<file path="config.mk">
export PLATFORM = sky130hd
export DESIGN_NAME = pipeline_control_flat
export DESIGN_NICKNAME = d
export VERILOG_FILES = /design/src/rtl/cpu_types_pkg.sv /design/src/rtl/pipeline_control_if.sv /design/src/rtl/hazard_detect.sv /design/src/rtl/pipeline_control.sv /design/src/flat_wrapper.sv
export SDC_FILE = /design/constraint.sdc
export NUM_CORES = 1
export LEC_CHECK = 0
export CAP_MARGIN = 20
export CORE_MARGIN = 5
export CORE_UTILIZATION = 48
export DETAILED_ROUTE_END_ITERATION = 6
export PLACE_DENSITY = 0.83
export SLEW_MARGIN = 20
export SYNTH_ARGS = -nofsm -noshare
export SYNTH_HDL_FRONTEND = slang
export SYNTH_SLANG_ARGS = --single-unit
</file>
<file path="constraint.sdc">
create_clock -name CLK -period 3.1 [get_ports CLK]
set_input_delay 0.62 -clock CLK [delete_from_list [all_inputs] [get_ports CLK]]
set_output_delay 0.62 -clock CLK [all_outputs]
set_load 0.01 [all_outputs]
</file>
<file path="src/rtl/cpu_types_pkg.sv">
// Shared pipeline types for the stall/flush sequencer: PC source select, controller
// states, and the bundle of latch controls it drives each cycle.
package cpu_types_pkg;

    typedef enum logic [1:0] {
        PC_SEQ = 2'd0,
        PC_BR  = 2'd1,
        PC_JMP = 2'd2
    } pcsel_t;

    typedef enum logic [2:0] {
        RUN,
        LU_STALL,
        DWAIT,
        REDIR,
        HALT
    } pctl_state_t;

    typedef struct packed {
        logic   pc_en;
        pcsel_t pc_sel;
        logic   ifid_en;
        logic   idex_en;
        logic   exmem_en;
        logic   memwb_en;
        logic   ifid_flush;
        logic   idex_flush;
        logic   exmem_flush;
    } pctl_out_t;

    localparam pctl_out_t PCTL_IDLE = '0;

    function automatic pctl_out_t pctl_all(input logic en);
        pctl_out_t o;
        o          = PCTL_IDLE;
        o.pc_en    = en;
        o.ifid_en  = en;
        o.idex_en  = en;
        o.exmem_en = en;
        o.memwb_en = en;
        return o;
    endfunction

    // Redirect: load the new PC, squash the three younger stages, retire MEM/WB.
    function automatic pctl_out_t pctl_redirect(input pcsel_t sel);
        pctl_out_t o;
        o             = PCTL_IDLE;
        o.pc_en       = 1'b1;
        o.pc_sel      = sel;
        o.memwb_en    = 1'b1;
        o.ifid_flush  = 1'b1;
        o.idex_flush  = 1'b1;
        o.exmem_flush = 1'b1;
        return o;
    endfunction

    function automatic pctl_out_t pctl_hazard();
        pctl_out_t o;
        o            = PCTL_IDLE;
        o.exmem_en   = 1'b1;
        o.memwb_en   = 1'b1;
        o.idex_flush = 1'b1;
        return o;
    endfunction

    function automatic pctl_out_t pctl_retire();
        pctl_out_t o;
        o             = PCTL_IDLE;
        o.memwb_en    = 1'b1;
        o.exmem_flush = 1'b1;
        return o;
    endfunction

endpackage

</file>
<file path="src/rtl/pipeline_control_if.sv">
// Pipeline control bus: hit/hazard/resolution inputs from the datapath and the
// latch enables, flushes, PC select, halt and stall counter back to it.
interface pipeline_control_if #(
    parameter int CNT_W = 32
);
    logic                  ihit;
    logic                  dhit;
    logic                  mem_data_req;
    logic                  mem_branch;
    logic                  mem_take;
    logic                  mem_jump;
    logic                  mem_halt;
    logic                  idex_mem_read;
    logic [4:0]            idex_write_reg;
    logic [4:0]            ifid_rs;
    logic [4:0]            ifid_rt;

    logic                  pc_en;
    cpu_types_pkg::pcsel_t pc_sel;
    logic                  ifid_en;
    logic                  idex_en;
    logic                  exmem_en;
    logic                  memwb_en;
    logic                  ifid_flush;
    logic                  idex_flush;
    logic                  exmem_flush;
    logic                  halt;
    logic [CNT_W-1:0]      stall_cycles;

    modport ctrl (
        input  ihit, dhit, mem_data_req, mem_branch, mem_take, mem_jump, mem_halt,
               idex_mem_read, idex_write_reg, ifid_rs, ifid_rt,
        output pc_en, pc_sel, ifid_en, idex_en, exmem_en, memwb_en,
               ifid_flush, idex_flush, exmem_flush, halt, stall_cycles
    );

    modport dp (
        output ihit, dhit, mem_data_req, mem_branch, mem_take, mem_jump, mem_halt,
               idex_mem_read, idex_write_reg, ifid_rs, ifid_rt,
        input  pc_en, pc_sel, ifid_en, idex_en, exmem_en, memwb_en,
               ifid_flush, idex_flush, exmem_flush, halt, stall_cycles
    );

endinterface

</file>
<file path="src/rtl/hazard_detect.sv">
// Combinational load-use hazard and control-flow redirect detection from the
// decode operands and the EX/MEM resolution fields.
module hazard_detect
    import cpu_types_pkg::*;
(
    input  logic       idex_mem_read_i,
    input  logic [4:0] idex_write_reg_i,
    input  logic [4:0] ifid_rs_i,
    input  logic [4:0] ifid_rt_i,
    input  logic       mem_branch_i,
    input  logic       mem_take_i,
    input  logic       mem_jump_i,
    output logic       hazard_o,
    output logic       redirect_o,
    output pcsel_t     redir_sel_o
);

    // $zero never carries a dependency, so a load into r0 cannot stall.
    assign hazard_o = idex_mem_read_i && (idex_write_reg_i != 5'd0) &&
                      ((idex_write_reg_i == ifid_rs_i) || (idex_write_reg_i == ifid_rt_i));

    assign redirect_o  = (mem_branch_i && mem_take_i) || mem_jump_i;
    assign redir_sel_o = mem_jump_i ? PC_JMP : PC_BR;

endmodule

</file>
<file path="src/rtl/pipeline_control.sv">
// Stall/flush sequencer for the 5-stage pipeline: per-cycle latch enables, flushes
// and PC source; tracks data waits, load-use bubbles, pending redirects and halt.
module pipeline_control
    import cpu_types_pkg::*;
#(
    parameter int LU_STALL_CYCLES = 1,
    parameter int CNT_W           = 32
) (
    input  logic              CLK,
    input  logic              nRST,
    pipeline_control_if.ctrl  bus
);

    localparam logic [1:0] LU_RELOAD = 2'(LU_STALL_CYCLES - 1);

    pctl_state_t      state_q, state_d;
    logic [1:0]       lu_cnt_q, lu_cnt_d;
    pcsel_t           pend_q, pend_d;
    logic             halt_q;
    logic [CNT_W-1:0] stall_q;

    logic             hazard;
    logic             redirect;
    pcsel_t           redir_sel;
    logic             advance;
    logic             run_decide;
    pctl_out_t        out_c;

    hazard_detect u_hazard (
        .idex_mem_read_i  (bus.idex_mem_read),
        .idex_write_reg_i (bus.idex_write_reg),
        .ifid_rs_i        (bus.ifid_rs),
        .ifid_rt_i        (bus.ifid_rt),
        .mem_branch_i     (bus.mem_branch),
        .mem_take_i       (bus.mem_take),
        .mem_jump_i       (bus.mem_jump),
        .hazard_o         (hazard),
        .redirect_o       (redirect),
        .redir_sel_o      (redir_sel)
    );

    assign advance = bus.ihit && (!bus.mem_data_req || bus.dhit);

    always_comb begin
        out_c      = PCTL_IDLE;
        state_d    = state_q;
        lu_cnt_d   = lu_cnt_q;
        pend_d     = pend_q;
        run_decide = 1'b0;

        case (state_q)
            RUN: run_decide = 1'b1;
            LU_STALL: begin
                // Halt or redirect preempts the remaining bubbles.
                if (bus.mem_halt || redirect) begin
                    run_decide = 1'b1;
                end else if (advance) begin
                    out_c    = pctl_hazard();
                    lu_cnt_d = lu_cnt_q - 2'd1;
                    if (lu_cnt_q == 2'd1) state_d = RUN;
                end
            end
            DWAIT: begin
                if (bus.dhit && bus.ihit) begin
                    run_decide = 1'b1;
                end else if (bus.dhit) begin
                    // Fetch still stalled: retire the access once and drop it from EX/MEM.
                    out_c   = pctl_retire();
                    state_d = RUN;
                end
            end
            REDIR: begin
                if (bus.ihit) begin
                    out_c   = pctl_redirect(pend_q);
                    pend_d  = PC_SEQ;
                    state_d = RUN;
                end
            end
            HALT: ;
            default: state_d = RUN;
        endcase

        if (run_decide) begin
            state_d  = RUN;
            lu_cnt_d = 2'd0;
            if (bus.mem_halt) begin
                state_d = HALT;
            end else if (redirect) begin
                if (advance) begin
                    out_c = pctl_redirect(redir_sel);
                end else begin
                    pend_d  = redir_sel;
                    state_d = REDIR;
                end
            end else if (bus.mem_data_req && !bus.dhit) begin
                state_d = DWAIT;
            end else if (hazard && advance) begin
                out_c    = pctl_hazard();
                lu_cnt_d = LU_RELOAD;
                if (LU_RELOAD != 2'd0) state_d = LU_STALL;
            end else begin
                out_c = pctl_all(advance);
            end
        end
    end

    always_ff @(posedge CLK or negedge nRST) begin
        if (!nRST) begin
            state_q  <= RUN;
            lu_cnt_q <= 2'd0;
            pend_q   <= PC_SEQ;
            halt_q   <= 1'b0;
            stall_q  <= '0;
        end else begin
            state_q  <= state_d;
            lu_cnt_q <= lu_cnt_d;
            pend_q   <= pend_d;
            halt_q   <= (state_d == HALT);
            if ((state_q != HALT) && !out_c.pc_en && (stall_q != '1))
                stall_q <= stall_q + 1'b1;
        end
    end

    assign bus.pc_en        = out_c.pc_en;
    assign bus.pc_sel       = out_c.pc_sel;
    assign bus.ifid_en      = out_c.ifid_en;
    assign bus.idex_en      = out_c.idex_en;
    assign bus.exmem_en     = out_c.exmem_en;
    assign bus.memwb_en     = out_c.memwb_en;
    assign bus.ifid_flush   = out_c.ifid_flush;
    assign bus.idex_flush   = out_c.idex_flush;
    assign bus.exmem_flush  = out_c.exmem_flush;
    assign bus.halt         = halt_q;
    assign bus.stall_cycles = stall_q;

endmodule
</file>
<file path="src/flat_wrapper.sv">
// flat-port wrapper written by rule: the top's interface ports become plain ports
module pipeline_control_flat import cpu_types_pkg::*;
#(
    parameter int LU_STALL_CYCLES = 1,
    parameter int CNT_W           = 32
)
  (CLK, nRST, bus_ihit, bus_dhit, bus_mem_data_req, bus_mem_branch, bus_mem_take, bus_mem_jump, bus_mem_halt, bus_idex_mem_read, bus_idex_write_reg, bus_ifid_rs, bus_ifid_rt, bus_pc_en, bus_pc_sel, bus_ifid_en, bus_idex_en, bus_exmem_en, bus_memwb_en, bus_ifid_flush, bus_idex_flush, bus_exmem_flush, bus_halt, bus_stall_cycles);
  pipeline_control_if #(.CNT_W(CNT_W)) bus_i ();
  input  logic CLK;
  input  logic nRST;
  input wire logic [$bits(bus_i.ihit)-1:0] bus_ihit;
  input wire logic [$bits(bus_i.dhit)-1:0] bus_dhit;
  input wire logic [$bits(bus_i.mem_data_req)-1:0] bus_mem_data_req;
  input wire logic [$bits(bus_i.mem_branch)-1:0] bus_mem_branch;
  input wire logic [$bits(bus_i.mem_take)-1:0] bus_mem_take;
  input wire logic [$bits(bus_i.mem_jump)-1:0] bus_mem_jump;
  input wire logic [$bits(bus_i.mem_halt)-1:0] bus_mem_halt;
  input wire logic [$bits(bus_i.idex_mem_read)-1:0] bus_idex_mem_read;
  input wire logic [$bits(bus_i.idex_write_reg)-1:0] bus_idex_write_reg;
  input wire logic [$bits(bus_i.ifid_rs)-1:0] bus_ifid_rs;
  input wire logic [$bits(bus_i.ifid_rt)-1:0] bus_ifid_rt;
  output wire logic [$bits(bus_i.pc_en)-1:0] bus_pc_en;
  output wire logic [$bits(bus_i.pc_sel)-1:0] bus_pc_sel;
  output wire logic [$bits(bus_i.ifid_en)-1:0] bus_ifid_en;
  output wire logic [$bits(bus_i.idex_en)-1:0] bus_idex_en;
  output wire logic [$bits(bus_i.exmem_en)-1:0] bus_exmem_en;
  output wire logic [$bits(bus_i.memwb_en)-1:0] bus_memwb_en;
  output wire logic [$bits(bus_i.ifid_flush)-1:0] bus_ifid_flush;
  output wire logic [$bits(bus_i.idex_flush)-1:0] bus_idex_flush;
  output wire logic [$bits(bus_i.exmem_flush)-1:0] bus_exmem_flush;
  output wire logic [$bits(bus_i.halt)-1:0] bus_halt;
  output wire logic [$bits(bus_i.stall_cycles)-1:0] bus_stall_cycles;
  assign bus_i.ihit = bus_ihit;
  assign bus_i.dhit = bus_dhit;
  assign bus_i.mem_data_req = bus_mem_data_req;
  assign bus_i.mem_branch = bus_mem_branch;
  assign bus_i.mem_take = bus_mem_take;
  assign bus_i.mem_jump = bus_mem_jump;
  assign bus_i.mem_halt = bus_mem_halt;
  assign bus_i.idex_mem_read = bus_idex_mem_read;
  assign bus_i.idex_write_reg = bus_idex_write_reg;
  assign bus_i.ifid_rs = bus_ifid_rs;
  assign bus_i.ifid_rt = bus_ifid_rt;
  assign bus_pc_en = bus_i.pc_en;
  assign bus_pc_sel = bus_i.pc_sel;
  assign bus_ifid_en = bus_i.ifid_en;
  assign bus_idex_en = bus_i.idex_en;
  assign bus_exmem_en = bus_i.exmem_en;
  assign bus_memwb_en = bus_i.memwb_en;
  assign bus_ifid_flush = bus_i.ifid_flush;
  assign bus_idex_flush = bus_i.idex_flush;
  assign bus_exmem_flush = bus_i.exmem_flush;
  assign bus_halt = bus_i.halt;
  assign bus_stall_cycles = bus_i.stall_cycles;
  pipeline_control #(.LU_STALL_CYCLES(LU_STALL_CYCLES), .CNT_W(CNT_W)) u_core (.CLK(CLK), .nRST(nRST), .bus(bus_i));
endmodule
</file>
==> impl_metrics.json <==
{
  "status": "finished, final reports clean",
  "core_area_um2": 5010,
  "synth_area_um2": 2437,
  "grt_overflow_total": 0,
  "drc": 0,
  "yosys.area.top_type": "dfrtp_1",
  "fin_skew_ns": 0.01509,
  "worstHoldPathType": "in -> async",
  "slowest_stage": "or4_1",
  "ys.warnings.count": 0,
  "syn_area_per_cell_um2": 9.596,
  "wire_per_inst_um": 15.59,
  "insertedDiodeCount": 0,
  "p_leak_nw": 1.654,
  "grt_use_met1": 0.2853,
  "clk-insertion-delay-late_ns": 0.29,
  "cap_violations": 0,
  "relSlewSlack": 0.4219,
  "place.gp.congestion": 0.9063,
  "crit_fanout": 3,
  "via_per_inst": 5.429,
  "numCtsBuffers": 5,
  "critical-path-max-stage-delay_ns": 0.56,
  "die_area_um2": 6603,
  "vias": 2280,
  "min_period_ns": 3.009,
  "ant_nets": 0,
  "tightest_slew_ns": 0.8671,
  "fin_crit_sh": 0.9706,
  "timing.hold.ws_ns": 0.4338,
  "setup-violations-final": 0,
  "grt_pass1_vias": 2341,
  "cp-start-kind": "input port",
  "grt.met3_usage": 0.03548,
  "totalWireLength_mm": 6.546,
  "drive_above_1_share": 0.1771,
  "yosysMostFrequentCell": "dfrtp_1",
  "setup_ws_ns": 0.09099,
  "top_usage_layer": "met2",
  "worstPathCellList": "clkdlybuf4s50_1 > or4_1 > o21ai_2 > nand2b_4 > nor2_1 > o21ai_0 > dlygate4sd2_1",
  "ioPinCount": 68,
  "synth-seq-cells": 40,
  "track_usage": 0.2156,
  "ir_drop_v": 0.0005565,
  "netlist_instances": 254,
  "dp_slack_ns": -0.2886,
  "drt-initial-drc-count": 240,
  "die_x_um": 81.26,
  "grt_pass1_wl_mm": 11.35,
  "portBuffers": 67,
  "async_reset_ff_frac": 1.000,
  "clockBufferDepth": 2,
  "antenna_found_initial": 0,
  "yosys-top-cells-area": "dfrtp_1 41%, xor2_1 11%, nand2_1 5.1%",
  "cts.sinks": 40,
  "finalHoldViolations": 0,
  "cp.buffers_inverters": 2,
  "area_growth_pct": 43.22,
  "rsz0062_at_grt": "false",
  "final-max-slew-violation-count": 0,
  "first_pass_iters": 4,
  "path_class": "in -> out",
  "critPathTopFamily": "simple AND/OR/NAND/NOR gates",
  "cts_tree": "yes",
  "power.density_nw_per_um2": 523.4,
  "crit_arrival_ns": 2.39,
  "h-tree-depth": 2,
  "rows": 26,
  "fmax_mhz": 332.3,
  "final_nets": 376,
  "syn-num-nets": 281,
  "cp_data_required_time_ns": 2.48,
  "grt_use_met2": 0.3746,
  "clk_pin_slew_worst_paths_ns": 0.09,
  "grt_max_degree": 41,
  "setup_tns_ns": 0,
  "netlist.area_leader.share": 0.4107,
  "synth_edf_count": 0,
  "synth_seq_area_share": 0.4107,
  "cts_root_buf": "clkbuf_8",
  "ys_types": 50,
  "synth.cells.most_frequent": "40 x dfrtp_1, 33 x nand2_1, 30 x xor2_1",
  "dieHeight_um": 81.26,
  "cp-end-kind": "primary output",
  "initial_utilization": 0.4865,
  "synth_ff_type": "dfrtp_1",
  "hpwl_mm": 5.028
}
[routing by layer]
layer	up-vias	wire length [µm]
li1	1103	-
met4	0	56
met5	-	0
met1	1110	2752
met3	6	279
met2	61	3457
[layout by cell type, fill, tap and decap left out, types with 3 or more instances in the layout]
cell             count
nor2_1              15
nand2b_1             4
clkdlybuf4s50_1     56
dlygate4sd2_1        9
nand2_1             33
and2_1               5
nand3_1             13
nand4_1              8
dfrtp_1             40
xnor2_1             11
clkbuf_8             5
xor2_1              30
a21oi_1              3
nor4b_2              4
o21ai_0              5
nor3_1              10
inv_1                5
and3_1               9
nor4_2               5
buf_4               31
and4_1               5
[final cells by class]
cell class	instances	area, µm²
well taps	70	87.58
repair buffers	99	902.1
flip-flops and latches	40	1001
clock inverters	3	18.77
fillers	423	1519
clock buffers	5	68.82
multi-input cells	198	1394
inverters	5	18.77
[metrics by stage]
step / power, W / instance area (µm²) / cells / utilization
finish: 0.001827 / 3491 / 420 / 0.6968
CTS: 0.001817 / 3490 / 420 / 0.6966
global route: 0.001931 / 3491 / 420 / 0.6968
floorplan: 0.001103 / 2437 / 254 / -
global placement: 0.001452 / 3377 / 411 / 0.6741
detailed placement: 0.001472 / 3377 / 411 / 0.6741
[path summary, 6_finish.rpt]
path | from | to | slack (ns) | cells past startpoint
setup reg to reg | u_core.bus.stall_cycles[0] | u_core.bus.stall_cycles[27] | 0.63 | 8
setup / recovery | bus_idex_write_reg[0] | bus_pc_en | 0.09 | 7
hold reg to reg | u_core.bus.stall_cycles[21] | u_core.bus.stall_cycles[21] | 0.50 | 1
max in group asynchronous | nRST | u_core.lu_cnt_q[1] | 2.10 | 1
hold / removal | nRST | u_core.bus.stall_cycles[28] | 0.43 | 1
min in group CLK | u_core.bus.stall_cycles[21] | u_core.bus.stall_cycles[21] | 0.50 | 1
[flip-flops by register name (all words and copies together), names as in the netlist]
signal,count
u_core.bus.halt,1
u_core.bus.stall_cycles,32
u_core.lu_cnt_q,2
u_core.pend_q,2
u_core.state_q,3
[kinds of logic after synthesis]
logic type | after synthesis | share of synthesized area
AOI/OAI and AO/OA | 30 | 0.09343
xor gates and xnor gates | 41 | 0.1473
adders and majority gates | 2 | 0.01027
buffers and inverters | 16 | 0.03183
DFF | 40 | 0.4107
muxes | 4 | 0.01899
and+or+nand+nor | 121 | 0.2875
[timing repair]
item,CTS,global route
gates resized for setup,15,3
pin swaps,1,0
setup endpoints to repair,10,2
buffers inserted,1,0
hold buffers,0,0
[report_power, final]
group	internal (W)	switching, W
combinational	0.000403	0.000384
sequential	0.000593	0.000102
clock	0.000157	0.000188
total	0.00115	0.000674
(Power assumes the default switching activity.)
